$ cat src/rtl/sdram_pro_arbit_pkg.sv
// Shared SDRAM command encodings, arbiter state encoding and the owner-selection helper.
// Commands are {cs_n, ras_n, cas_n, we_n}.
package sdram_pro_arbit_pkg;

  localparam logic [3:0]  CMD_NOP          = 4'b0111;
  localparam logic [3:0]  CMD_PRECHARGE    = 4'b0010;
  localparam logic [3:0]  CMD_AUTO_REFRESH = 4'b0001;
  localparam logic [3:0]  CMD_ACTIVE       = 4'b0011;
  localparam logic [3:0]  CMD_WRITE        = 4'b0100;
  localparam logic [3:0]  CMD_READ         = 4'b0101;
  localparam logic [3:0]  CMD_LOAD_MODE    = 4'b0000;

  localparam logic [1:0]  IDLE_BA   = 2'b11;
  localparam logic [11:0] IDLE_ADDR = 12'hfff;

  typedef enum logic [2:0] {
    ST_INIT  = 3'd0,
    ST_ARBIT = 3'd1,
    ST_ATREF = 3'd2,
    ST_WRITE = 3'd3,
    ST_READ  = 3'd4
  } state_t;

  typedef struct packed {
    logic [3:0]  cmd;
    logic [1:0]  ba;
    logic [11:0] addr;
  } sdram_bus_t;

  // Refresh always wins; a write/read tie goes to whichever was not served last.
  function automatic state_t pick_owner(input logic atref_req, input logic wr_req,
                                        input logic rd_req, input logic last_rd);
    state_t owner;
    owner = ST_ARBIT;
    if (atref_req)             owner = ST_ATREF;
    else if (wr_req && rd_req) owner = last_rd ? ST_WRITE : ST_READ;
    else if (wr_req)           owner = ST_WRITE;
    else if (rd_req)           owner = ST_READ;
    return owner;
  endfunction

endpackage

$ cat src/rtl/sdram_pro_arbit.sv
// SDRAM bus arbiter: init, then refresh-first arbitration with write/read round-robin.
// Grants are combinational pulses during the single ARBIT cycle that selects an owner.
module sdram_pro_arbit
  import sdram_pro_arbit_pkg::*;
(
  input  logic        sys_clk,
  input  logic        sys_rst_n,
  input  logic        init_end,
  input  logic [3:0]  init_cmd,
  input  logic [1:0]  init_bank,
  input  logic [11:0] init_addr,
  input  logic        atref_req,
  input  logic        atref_end,
  input  logic [3:0]  atref_cmd,
  input  logic [1:0]  atref_bank,
  input  logic [11:0] atref_addr,
  input  logic        wr_req,
  input  logic        wr_end,
  input  logic [3:0]  wr_cmd,
  input  logic [1:0]  wr_bank,
  input  logic [11:0] wr_addr,
  input  logic [15:0] wr_dq,
  input  logic        wr_dq_oe,
  input  logic        rd_req,
  input  logic        rd_end,
  input  logic [3:0]  rd_cmd,
  input  logic [1:0]  rd_bank,
  input  logic [11:0] rd_addr,
  output logic        atref_en,
  output logic        wr_en,
  output logic        rd_en,
  output logic        sdram_cke,
  output logic        sdram_cs_n,
  output logic        sdram_ras_n,
  output logic        sdram_cas_n,
  output logic        sdram_we_n,
  output logic [1:0]  sdram_ba,
  output logic [11:0] sdram_addr,
  output logic [15:0] sdram_dq_out,
  output logic        sdram_dq_oe,
  output logic [2:0]  dbg_state
);

  state_t     r_state;
  logic       r_last_rd;
  logic       r_cke;
  state_t     w_grant;
  sdram_bus_t w_bus;
  logic [15:0] w_dq_out;
  logic        w_dq_oe;

  assign w_grant = pick_owner(atref_req, wr_req, rd_req, r_last_rd);

  always_ff @(posedge sys_clk or negedge sys_rst_n) begin
    if (!sys_rst_n) begin
      r_state   <= ST_INIT;
      r_last_rd <= 1'b1;
      r_cke     <= 1'b0;
    end else begin
      r_cke <= 1'b1;
      case (r_state)
        ST_INIT:  if (init_end) r_state <= ST_ARBIT;
        ST_ARBIT: begin
          r_state <= w_grant;
          if (w_grant == ST_WRITE)     r_last_rd <= 1'b0;
          else if (w_grant == ST_READ) r_last_rd <= 1'b1;
        end
        ST_ATREF: if (atref_end) r_state <= ST_ARBIT;
        ST_WRITE: if (wr_end)    r_state <= ST_ARBIT;
        ST_READ:  if (rd_end)    r_state <= ST_ARBIT;
        default:  r_state <= ST_INIT;
      endcase
    end
  end

  assign atref_en = (r_state == ST_ARBIT) && (w_grant == ST_ATREF);
  assign wr_en    = (r_state == ST_ARBIT) && (w_grant == ST_WRITE);
  assign rd_en    = (r_state == ST_ARBIT) && (w_grant == ST_READ);

  // Bus follows the registered owner with no added latency; INIT covers reset too.
  always_comb begin
    w_bus    = '{cmd: CMD_NOP, ba: IDLE_BA, addr: IDLE_ADDR};
    w_dq_out = 16'h0000;
    w_dq_oe  = 1'b0;
    case (r_state)
      ST_INIT:  w_bus = '{cmd: init_cmd,  ba: init_bank,  addr: init_addr};
      ST_ATREF: w_bus = '{cmd: atref_cmd, ba: atref_bank, addr: atref_addr};
      ST_WRITE: begin
        w_bus    = '{cmd: wr_cmd, ba: wr_bank, addr: wr_addr};
        w_dq_out = wr_dq;
        w_dq_oe  = wr_dq_oe;
      end
      ST_READ:  w_bus = '{cmd: rd_cmd,    ba: rd_bank,    addr: rd_addr};
      default:  ;
    endcase
  end

  assign {sdram_cs_n, sdram_ras_n, sdram_cas_n, sdram_we_n} = w_bus.cmd;
  assign sdram_ba     = w_bus.ba;
  assign sdram_addr   = w_bus.addr;
  assign sdram_dq_out = w_dq_out;
  assign sdram_dq_oe  = w_dq_oe;
  assign sdram_cke    = r_cke;
  assign dbg_state    = r_state;

endmodule
$ cat config.mk
export PLATFORM = sky130hd
export DESIGN_NAME = sdram_pro_arbit
export DESIGN_NICKNAME = d
export VERILOG_FILES = /design/src/rtl/sdram_pro_arbit_pkg.sv /design/src/rtl/sdram_pro_arbit.sv
export SDC_FILE = /design/constraint.sdc
export NUM_CORES = 1
export LEC_CHECK = 0
export BUFFER_PORTS_ARGS = -buffer_cell sky130_fd_sc_hd__buf_2
export CORE_MARGIN = 3
export CORE_UTILIZATION = 30
export CTS_CLUSTER_SIZE = 24
export DETAILED_ROUTE_END_ITERATION = 10
export GPL_ROUTABILITY_DRIVEN = 1
export PLACE_DENSITY_LB_ADDON = 0.08
export SYNTH_ARGS = -nofsm -noshare
export SYNTH_HDL_FRONTEND = slang
export SYNTH_SLANG_ARGS = --single-unit
$ cat constraint.sdc
create_clock -name sys_clk -period 1.7 [get_ports sys_clk]
set_clock_uncertainty 0.15 [all_clocks]
set_input_delay 0.255 -clock sys_clk [delete_from_list [all_inputs] [get_ports sys_clk]]
set_output_delay 0.255 -clock sys_clk [all_outputs]
set_load 0.02 [all_outputs]
After elaboration in Yosys (flattened, before gate mapping)

Index checks and enable logic that the tools add are counted.

Bitwise logic cells: 0
Eq/ne operators: 11
Muxes and demuxes: 15
$add $sub $neg: 0
Multipliers: 0
Div/mod/pow operators: 0
Shift-type cells: 0
Reduce and logical (&&, ||, !) cells: 8
Order comparisons: 0

Operator list:

| operator                                                         | count |
|---|---|
| 18-bit case mux with 4 select lines                              | 1 |
| 3-bit two-way mux                                                | 9 |
| 16-bit two-way mux                                               | 1 |
| 3-bit case mux with 5 select lines                               | 1 |
| 3-bit by 2-bit == test with 1-bit output (second input constant) | 4 |
| 2-bit != test (second input constant)                            | 4 |
| 3-bit == test (second input constant)                            | 2 |
| 1-bit logical AND                                                | 4 |
| 4-bit AND reduction                                              | 1 |
| 3-bit by 1-bit == test with 1-bit output (second input constant) | 1 |
| 3-bit zero test                                                  | 1 |
| 1-bit two-way mux                                                | 3 |
| 2-bit AND reduction                                              | 1 |
| 2-bit nonzero test                                               | 1 |

Bits in writable memories: 0
Latch bits: 0
Bits in read-only memories: 0
Output and inout bits: 42
Register bits after elaboration: 5
Memories kept: 0

Logic depth before layout (Yosys ltp)

Depth in word-level cells: 7
Depth in mapped cells: 6

Least setup slack after synthesis

OpenSTA, ideal clock, no wires.

Path kind: reg-to-output
Start point: reg r_state[0], in the netlist dbg_state[0]
End point: out atref_en
Arrival time: 1.577 ns
Stages on the path, launching flop included: 4
Setup slack: -0.282 ns
Buffers on the path: 1
Cells stage by stage: dfrtp_1 > buf_2 > inv_1 > nor4b_1

Cells in the longest elaborated chain, start to end: 2

Ends and longest elaborated chain:

| element                                  | line                  | RTL |
|---|---|---|
| from (decl)                              | sdram_pro_arbit.sv:44 | `state_t r_state;` |
| from (signal assigned)                   | sdram_pro_arbit.sv:64 | `r_state <= w_grant;` |
| 3-bit by 1-bit == test with 1-bit output | sdram_pro_arbit.sv:76 | `assign atref_en = (r_state == ST_ARBIT) && (w_grant == ST_ATREF);` |
| 1-bit logical AND                        | sdram_pro_arbit.sv:76 |  |
| to (decl)                                | sdram_pro_arbit.sv:29 | `output logic atref_en,` |

No other way between the ends.

Worst setup path after layout

Start point: reg r_state[2], in the netlist dbg_state[2]
End point: out sdram_cas_n

Cells in the longest elaborated chain, start to end: 2

Ends and longest elaborated chain:

| element                                     | line                  | RTL |
|---|---|---|
| 3-bit == test, or another cell as far along | sdram_pro_arbit.sv:85 | `case (r_state)` |
| 18-bit case mux with 4 select lines (*)     | sdram_pro_arbit.sv:85 |  |
| to (decl)                                   | sdram_pro_arbit.sv:35 | `output logic sdram_cas_n,` |

Every way passes the cells marked *; elsewhere a longest branch is shown, timed or not.

==> flow_metrics.py <==
metrics = {
    "global_route": {
        "grt_pass1_vias": 1610,
        "antenna_found_initial": 0,
        "grt_usage": 0.215,
        "met1_usage": 0.225,
        "grt_use_met3": 0.0629,
        "grt_max_degree": 25,
        "grt-ovfl-total": 0,
        "grt.busiest_layer": "met2",
        "grt_util_met2": 0.401,
        "grt_pass1_wl_um": 7020,
    },
    "synthesis": {
        "avgSynthCellArea_um2": 8.34,
        "synth_seq_cells": 5,
        "ys_seq_area_frac": 0.131,
        "synth_cell_type_count": 33,
        "synth_top_area_cell": "mux2i_1",
        "synth_cells": 116,
        "synth_top_cell_area_share": 0.166,
        "syn_area_um2": 967,
        "yosysWarningCount": 0,
        "synth_nets": 214,
        "ys_top_cells_by_area": "mux2i_1 (17%), o221a_2 (16%), and3_1 (12%), dfrtp_1 (10%), nand2_1 (5.8%)",
    },
    "sta": {
        "setup_tns_ps": -6590,
        "fin_ws_ps": -195,
        "slew_viol_final": 0,
        "post-route-min-period_ps": 1900,
        "max_freq_mhz": 528,
        "hold_violations": 0,
        "rsz0062_at_grt": "true",
        "finalSetupViolCount": 39,
        "fin_crit_sh": 1.11,
        "hold_ws_ps": 59.9,
    },
    "detailed_routing": {
        "dr.pass1.iters": 4,
        "avgRoutedWirePerCell_um": 14.3,
        "drc": 0,
        "vias_per_cell": 5.00,
        "via_count": 1566,
        "drtAntennaViolNets": 0,
        "drt_iter0_markers": 56,
        "wirelength_um": 4490,
    },
    "setup_path": {
        "cpPeakStageDelay_ps": 450,
        "worstSetupPathType": "reg2out",
        "cp.buffers_inverters": 2,
        "endpoint_kind": "primary output",
        "path_depth": 5,
        "crit_slowest_cell": "dfrtp_2",
        "cp.arrival_ps": 1490,
        "cp_max_fo": 9,
        "cp_top_family": "flip-flops",
        "path_cells": "nor2b_4 > buf_12 > nand2_8 > o221a_2 > buf_2",
        "required_ps": 1290,
        "crit_path_start_kind": "flop",
        "reg2reg_depth": 7,
    },
    "placed_design": {
        "dpl.cell_count": 297,
        "post-place-ws_ps": -13.3,
        "place_congestion": 0.752,
        "port_buffers": 139,
        "place_hpwl_um": 3390,
        "post_dp_cell_area_mm2": 0.00178,
    },
    "final_layout": {
        "diodes": 0,
        "drive_gt1_frac": 0.779,
        "nets": 370,
        "final_area_mm2": 0.00211,
        "final_cell_mix": "buf_2 (118), buf_4 (21), buf_6 (18)",
        "fin_cells": 313,
        "layout_commonest_cell": "buf_2",
        "area_growth_pct": 118,
    },
    "cts": {
        "cts_made_buffers": 3,
        "cts.sinks": 5,
        "cts_buffer_depth": 2,
        "cts-root-buf": "clkbuf_4",
        "clock_latency_ps": 240,
        "path_clk_slew_ps": 40,
        "h-tree-depth": 1,
        "cts_tree": "built",
    },
    "floorplan": {
        "die_y_um": 62.8,
        "num_rows": 19,
        "die_w_um": 62.8,
        "core_area_mm2": 0.00290,
        "start_util": 0.333,
        "die_area_mm2": 0.00394,
        "num_io_pins": 140,
    },
    "min_path": {
        "whs_path_depth": 2,
        "hold_path_class": "in2reg",
    },
    "run_status": {
        "status": "finished with violations",
        "violations": "setup timing",
    },
    "run": {
        "cap_viol_max_count": 0,
    },
    "power_and_ir_drop": {
        "p_leak_nw": 1.13,
        "powerDensity_mw_per_mm2": 1590,
        "peakVddDrop_mv": 0.805,
    },
}
==> through the flow <==
| step | power (mW) | utilization |
|---|---|---|
| after floorplan | 1.93 | - |
| after global placement | 2.57 | 0.615 |
| after detailed placement | 2.58 | 0.615 |
| after CTS | 3.27 | 0.704 |
| after global routing | 3.59 | 0.728 |
| final | 3.36 | 0.728 |
==> registers in the layout (all words and copies together), names as in the netlist <==
signal     cells
r_last_rd      1
dbg_state      3
sdram_cke      1
==> per-layer routing <==
layer,share of wire,vias to the layer above
met5,0,-
li1,-,769
met1,0.37,690
met4,0.020,0
met3,0.092,8
met2,0.52,99
==> Yosys cell counts, drive strengths merged <==
library cell   n
o21ai          3
a31oi          1
inv            2
a2bb2oi        3
and3          19
nand3          2
dfstp          1
nor4b          2
o22a           1
a211oi         1
o221a         14
nor2           1
buf           10
nor2b          2
mux2i         16
clkbuf         2
nand2b         2
o311ai         1
or2            1
mux2           3
o22ai          3
nand2         17
conb           1
a21oi          1
dfrtp          4
nor3           2
a2111o         1
==> area by class of cell <==
type,count,area (um^2)
Fill cell,260,788
Sequential cell,5,130
Inverter,2,7.51
Clock buffer,4,26.3
Multi-Input combinational cell,99,892
Tap cell,42,52.6
Timing Repair Buffer,161,1000
==> final timing paths <==
| check | startpoint | to | slack, ps |
|---|---|---|---|
| worst max register to register | dbg_state[0] | dbg_state[2] | -160 |
| worst min register to register | r_last_rd | r_last_rd | 410 |
| worst min-delay path | wr_req | r_last_rd | 60 |
| max in group asynchronous | sys_rst_n | r_last_rd | 970 |
| min in group asynchronous | sys_rst_n | dbg_state[0] | 210 |
| worst max-delay path | dbg_state[2] | sdram_cas_n | -200 |
==> cell families (layout without fill, tap and decap cells) <==
group,count (synthesis),in the layout,share of synthesized area
other,1,1,0.00388
AND/OR/NAND/NOR,48,50,0.298
multiplexers,19,19,0.201
AO/OA/AOI/OAI,29,29,0.274
flip-flops,5,5,0.131
buffers and inverters,14,167,0.0931
==> power by group <==
group	internal [mW]	leakage [nW]	switching, mW
Clock	0.0886	0.0150	0.0467
Combinational	1.46	1.06	1.51
Sequential	0.177	0.0563	0.0755
==> what timing repair did <==
action | in CTS | in global routing
cloned | 2 | 0
hold endpoints to repair | 5 | 0
setup endpoints to repair | 38 | 39
buffers inserted | 7 | 2
pin swaps | 7 | 5
hold buffers | 1 | 0
gates resized for setup | 37 | 16
No activity file was read; power rests on OpenSTA's default activity.
